[src/rtl/ctrl_pkg.sv]
// Shared encodings for the resource controller and its requester agents:
// module indices, accmodule grant codes and the requester FSM states.
package ctrl_pkg;

  localparam int MOD_M1 = 0;
  localparam int MOD_M2 = 1;
  localparam int MOD_M3 = 2;

  localparam logic [1:0] ACC_NONE = 2'd0;
  localparam logic [1:0] ACC_M1   = 2'd1;
  localparam logic [1:0] ACC_M2   = 2'd2;
  localparam logic [1:0] ACC_M3   = 2'd3;

  typedef enum logic [1:0] {
    S_IDLE = 2'd0,
    S_REQ  = 2'd1,
    S_XFER = 2'd2,
    S_DONE = 2'd3
  } req_state_t;

  // accmodule value that grants the given module index
  function automatic logic [1:0] acc_code(input int mod_id);
    return 2'(mod_id + 1);
  endfunction

endpackage

[src/rtl/sat_counter.sv]
// Saturating up-counter with synchronous clear (clear wins over increment).
module sat_counter #(
  parameter int W = 8
) (
  input  logic         i_clk,
  input  logic         i_rst,
  input  logic         i_inc,
  input  logic         i_clr,
  output logic [W-1:0] o_cnt
);

  logic [W-1:0] r_cnt;

  // count up until all-ones, then hold
  always_ff @(posedge i_clk or posedge i_rst) begin
    if (i_rst) begin
      r_cnt <= '0;
    end else if (i_clr) begin
      r_cnt <= '0;
    end else if (i_inc && (r_cnt != {W{1'b1}})) begin
      r_cnt <= r_cnt + W'(1);
    end else begin
      r_cnt <= r_cnt;
    end
  end

  assign o_cnt = r_cnt;

endmodule

[src/rtl/module_requester.sv]
// Requester agent for one controller port: turns a local job into the req/done
// handshake, runs beats while granted, resumes after preemption, flags starvation.
module module_requester
  import ctrl_pkg::*;
#(
  parameter int MOD_ID     = 0,
  parameter int LENW       = 8,
  parameter int WAIT_LIMIT = 64,
  parameter int CNTW       = 8
) (
  input  logic            i_clk,
  input  logic            i_reset,
  input  logic            i_start,
  input  logic [LENW-1:0] i_job_len,
  output logic            o_start_ready,
  input  logic [1:0]      i_accmodule,
  output logic            o_req,
  output logic            o_done,
  output logic            o_busy,
  output logic            o_granted,
  output logic            o_job_done,
  output logic [CNTW-1:0] o_preempt_cnt,
  output logic            o_starved
);

  localparam logic [1:0]  MY_ACC    = acc_code(MOD_ID);
  localparam logic [15:0] WAIT_LAST = 16'(WAIT_LIMIT - 1);

  req_state_t      r_state;
  logic [LENW-1:0] r_rem;
  logic [LENW-1:0] r_pend_len;
  logic            r_pend_valid;
  logic            r_req, r_done, r_busy, r_granted, r_job_done, r_start_ready, r_starved;

  logic            w_g, w_accept, w_preempt, w_wait_inc, w_wait_clr;
  logic [LENW-1:0] w_start_len;
  logic [15:0]     w_wait_cnt;

  assign w_g         = (i_accmodule == MY_ACC);
  assign w_accept    = i_start && r_start_ready;
  assign w_start_len = (i_job_len == '0) ? LENW'(1) : i_job_len;
  assign w_preempt   = (r_state == S_XFER) && !w_g && (r_rem > LENW'(1));
  assign w_wait_inc  = (r_state == S_REQ) && !w_g;
  assign w_wait_clr  = w_g || (r_state != S_REQ);

  sat_counter #(.W(16)) u_wait_cnt (
    .i_clk (i_clk),
    .i_rst (i_reset),
    .i_inc (w_wait_inc),
    .i_clr (w_wait_clr),
    .o_cnt (w_wait_cnt)
  );

  sat_counter #(.W(CNTW)) u_preempt_cnt (
    .i_clk (i_clk),
    .i_rst (i_reset),
    .i_inc (w_preempt),
    .i_clr (1'b0),
    .o_cnt (o_preempt_cnt)
  );

  // FSM, job slots and registered handshake outputs
  always_ff @(posedge i_clk or posedge i_reset) begin
    if (i_reset) begin
      r_state       <= S_IDLE;
      r_rem         <= '0;
      r_pend_len    <= '0;
      r_pend_valid  <= 1'b0;
      r_req         <= 1'b0;
      r_done        <= 1'b0;
      r_busy        <= 1'b0;
      r_granted     <= 1'b0;
      r_job_done    <= 1'b0;
      r_start_ready <= 1'b1;
      r_starved     <= 1'b0;
    end else begin
      r_done     <= 1'b0;
      r_job_done <= 1'b0;
      r_granted  <= 1'b0;
      if (w_wait_inc && (w_wait_cnt >= WAIT_LAST)) begin
        r_starved <= 1'b1;
      end else begin
        r_starved <= r_starved;
      end
      case (r_state)
        S_IDLE: begin
          if (w_accept) begin
            r_rem   <= w_start_len;
            r_state <= S_REQ;
            r_req   <= 1'b1;
            r_busy  <= 1'b1;
          end else begin
            r_state <= S_IDLE;
          end
        end
        S_REQ, S_XFER: begin
          // ready was high, so the pending slot is free to take this job
          if (w_accept) begin
            r_pend_valid  <= 1'b1;
            r_pend_len    <= w_start_len;
            r_start_ready <= 1'b0;
          end else begin
            r_pend_valid <= r_pend_valid;
          end
          if (r_state == S_REQ) begin
            if (w_g) r_state <= S_XFER;
            else     r_state <= S_REQ;
          end else if (w_g) begin
            r_granted <= 1'b1;
            if (r_rem == LENW'(1)) begin
              r_state    <= S_DONE;
              r_req      <= 1'b0;
              r_done     <= 1'b1;
              r_job_done <= 1'b1;
            end else begin
              r_rem <= r_rem - LENW'(1);
            end
          end else if (r_rem > LENW'(1)) begin
            r_state <= S_REQ;
          end else begin
            r_state <= S_XFER;
          end
        end
        S_DONE: begin
          if (r_pend_valid) begin
            r_rem         <= r_pend_len;
            r_pend_valid  <= 1'b0;
            r_state       <= S_REQ;
            r_req         <= 1'b1;
            r_start_ready <= 1'b1;
          end else if (w_accept) begin
            r_rem   <= w_start_len;
            r_state <= S_REQ;
            r_req   <= 1'b1;
          end else begin
            r_state       <= S_IDLE;
            r_busy        <= 1'b0;
            r_start_ready <= 1'b1;
          end
        end
        default: begin
          r_state <= S_IDLE;
          r_req   <= 1'b0;
          r_busy  <= 1'b0;
        end
      endcase
    end
  end

  assign o_start_ready = r_start_ready;
  assign o_req         = r_req;
  assign o_done        = r_done;
  assign o_busy        = r_busy;
  assign o_granted     = r_granted;
  assign o_job_done    = r_job_done;
  assign o_starved     = r_starved;

endmodule

[config.mk]
export PLATFORM = sky130hd
export DESIGN_NAME = module_requester
export DESIGN_NICKNAME = d
export VERILOG_FILES = /design/src/rtl/ctrl_pkg.sv /design/src/rtl/sat_counter.sv /design/src/rtl/module_requester.sv
export SDC_FILE = /design/constraint.sdc
export NUM_CORES = 1
export LEC_CHECK = 0
export CORE_UTILIZATION = 30
export CTS_CLUSTER_DIAMETER = 100
export DETAILED_ROUTE_END_ITERATION = 10
export PLACE_DENSITY_LB_ADDON = 0.05
export SLEW_MARGIN = 20
export SYNTH_ARGS = -nofsm -noshare
export SYNTH_HDL_FRONTEND = slang
export SYNTH_SLANG_ARGS = --single-unit
[constraint.sdc]
create_clock -name i_clk -period 6 [get_ports i_clk]
set_input_delay 1.8 -clock i_clk [delete_from_list [all_inputs] [get_ports i_clk]]
set_output_delay 1.8 -clock i_clk [all_outputs]
set_load 0.02 [all_outputs]
==> flow_summary.ini <==
[clock_network]
clock-sinks = 49
cts_made_buffers = 5
cts_buffer_depth = 2
cts-root-buf = clkbuf_8
cts_hold_buf = 0
clock_latency_ns = 0.30
htreeDepth = 2
tritoncts = done
cts_setup_buffers = 0
post_cts_resized = 0
clkTransAtPathRegs_ns = 0.09

[min_path]
hold_start = o_starved
min_path_type = reg2reg

[place]
gp_congestion = 0.812
place_area_mm2 = 0.00331
numPortBuffers = 27
dpl.hpwl_mm = 5.50
place_inst = 459

[global_routing]
grt-ovfl-total = 0
grt_first_pass_wirelength_mm = 12.9
grt_usage = 0.164
grt_max_degree = 50
grt_pass1_vias = 2449
antenna_found_initial = 0

[timing]
max_slew_margin = 0.400
rsz0062_at_grt = no
period_needed_ns = 3.42
setup_viol = 0
fin_setup_tns_ns = 0
slew_violations = 0
finalCritPeriodShare = 0.570
finalHoldViolations = 0
clock.fmax_mhz = 292
fin_skew_ns = 0.00868
worst_pin_slew_ns = 0.892
holdWs_ns = 0.473

[detailed_routing]
drt_wl_total_mm = 7.72
drcViolationCount = 0
vias = 2525
wl_per_cell_um = 16.6
drt_iter0_drc = 86
via_per_inst = 5.43
dr.pass1.iters = 4
ant_nets = 0

[setup_path]
cp_num_buf_inv = 1
cp_top_family = compound AO/OA/AOI/OAI gates
critPathKind = in2reg
crit_path_start_kind = input port
cp.required_ns = 6.22
worstPathArrival_ns = 3.64
cp_slowest_cell = a21oi_1
cp_max_fo = 8
end_kind = flop
worstSetupStartpoint = i_accmodule[0]
cpPeakStageDelay_ns = 0.63
r2r-start = r_state[0]
worstPathCellList = clkdlybuf4s50_1 -> nor2b_1 -> o21ai_1 -> a21oi_1 -> mux2i_1

[finish]
fillers = 980
final_cell_area_mm2 = 0.00339
stdcell_count = 465
fin_util = 0.363
nets = 358
antennaDiodeCount = 0
syn_to_final_growth_pct = 16.4
drive_above_1_share = 0.0804

[yosys]
synth_edf_count = 0
ys_types = 57
synth_warnings = 0
synth_nets = 333
synth_seq_cells = 49
synth-async-reset-ratio = 1.00
ys_seq_area_frac = 0.422
mappedNetlistArea_mm2 = 0.00291
synth_area_per_cell_um2 = 9.32
synth_flop_cell = dfrtp_1
syn_inst = 312

[run_status]
status = complete, no violations

[flow_run]
drv_cap = 0

[die]
dieArea_mm2 = 0.0101
ios = 28
num_rows = 35
start_util = 0.312
core_mm2 = 0.00933
die_h_um = 100
dieWidth_um = 100

[pwr]
power.density_mw_per_mm2 = 319
ir_drop_v = 0.000108
p_leak_uw = 0.00138
sequential cells by signal (all words and copies together), names as in the netlist:
name and count:
u_preempt_cnt.o_cnt 8, o_req 1, r_pend_len 8, o_granted 1, o_starved 1, o_busy 1
o_job_done 1, u_wait_cnt.o_cnt 16, r_state 2, o_start_ready 1, r_pend_valid 1, r_rem 8
cell type report:
| class | instances | area [um^2] | area share |
|---|---|---|---|
| Tap cell | 129 | 161 | 0.0477 |
| Sequential cell | 49 | 1230 | 0.362 |
| Clock buffer | 5 | 68.8 | 0.0203 |
| Timing Repair Buffer | 28 | 278 | 0.0820 |
| Multi-Input combinational cell | 238 | 1590 | 0.470 |
| Clock inverter | 1 | 5.00 | 0.00148 |
| Inverter | 15 | 56.3 | 0.0166 |
routing by layer:
layer,track usage,vias up,part of all wire
li1,-,1231,-
met1,0.221,1231,0.47
met2,0.272,59,0.48
met3,0.0250,4,0.038
met4,0.0502,0,0.0075
met5,0,-,0
per-stage QoR:
stage	power [uW]	setup slack (ns)
4_1_cts	1090	2.54
5_1_grt	1160	2.40
6_report	1080	2.58
3_5_place_dp	897	2.21
3_3_place_gp	900	2.26
2_1_floorplan	754	3.03
cells by family (layout without fill, tap and decap cells):
family	after synthesis	after routing	synth area share
mux	16	16	0.0615
fa+ha+maj	8	8	0.0344
simple gates	124	124	0.230
flops	49	49	0.422
buf+inv	25	49	0.0335
compound gates	84	84	0.201
xor+xnor	6	6	0.0181
power by group:
part / leakage, uW / internal [uW] / switching (uW)
registers: 0.000654 / 388 / 69.0
logic: 0.000683 / 176 / 262
clock network: 0.0000399 / 77.1 / 109
placed cells by master (no fill, tap or decap), types with 3 or more instances in the layout:
cell type        netlist  final
a21boi_0               3      3
nor3_1                12     12
nand3_1               16     16
a21oi_1               18     18
a211oi_1               3      3
clkbuf_8               0      5
clkdlybuf4s50_1        0     27
ha_1                   8      8
or4_1                  4      4
xor2_1                 6      6
o31ai_1                6      6
o211ai_1               3      3
nand2b_1               5      5
or3_1                  5      5
inv_1                 15     14
o311ai_0               4      4
a21o_1                 5      5
a31oi_1               11     11
nand2_1               23     23
mux2i_1                7      7
and3_1                 6      6
nand4_1                7      7
nor2b_1                6      6
mux2_2                 7      7
o21ai_0               12     12
nor4_1                 7      6
dfrtp_1               48     48
nor2_1                20     20
worst register-to-register path, delay by kind of cell, from the launching register on:
family	cells	cell delay, ns
AOI/OAI and AO/OA	3	0.49
adders and majority gates	1	0.66
buffers and inverters	1	0.08
DFF	1	0.41
and+or+nand+nor	1	0.66
cells in the mapped netlist, types with 2 or more instances:
cell type | count | area share
a211oi_1 | 3 | 0.0077
a21boi_0 | 3 | 0.0077
a21o_1 | 5 | 0.013
a21oi_1 | 18 | 0.031
a22o_1 | 2 | 0.0060
a31oi_1 | 11 | 0.024
a32oi_1 | 2 | 0.0060
and3_1 | 6 | 0.013
clkbuf_1 | 8 | 0.010
dfrtp_1 | 48 | 0.41
ha_1 | 8 | 0.034
inv_1 | 15 | 0.019
mux2_2 | 7 | 0.027
mux2_4 | 2 | 0.010
mux2i_1 | 7 | 0.024
nand2_1 | 23 | 0.030
nand2b_1 | 5 | 0.011
nand3_1 | 16 | 0.028
nand4_1 | 7 | 0.015
nor2_1 | 20 | 0.026
nor2b_1 | 6 | 0.013
nor3_1 | 12 | 0.021
nor4_1 | 7 | 0.015
o211ai_1 | 3 | 0.0077
o21ai_0 | 12 | 0.021
o2bb2ai_1 | 2 | 0.0060
o311ai_0 | 4 | 0.012
o31ai_1 | 6 | 0.015
o32a_1 | 2 | 0.0069
o41ai_1 | 2 | 0.0060
or3_1 | 5 | 0.011
or3b_2 | 2 | 0.0060
or4_1 | 4 | 0.010
xor2_1 | 6 | 0.018
path summary, 6_finish.rpt:
kind | cells past startpoint | endpoint | slack (ns)
max | 5 | r_rem[1] | 2.58
min | 1 | o_starved | 0.47
max reg2reg | 6 | r_rem[3] | 3.65
min reg2reg | 1 | o_starved | 0.47
max in group asynchronous | 3 | r_pend_len[2] | 3.57
min in group asynchronous | 3 | u_preempt_cnt.o_cnt[1] | 1.99
(Power assumes the default switching activity.)
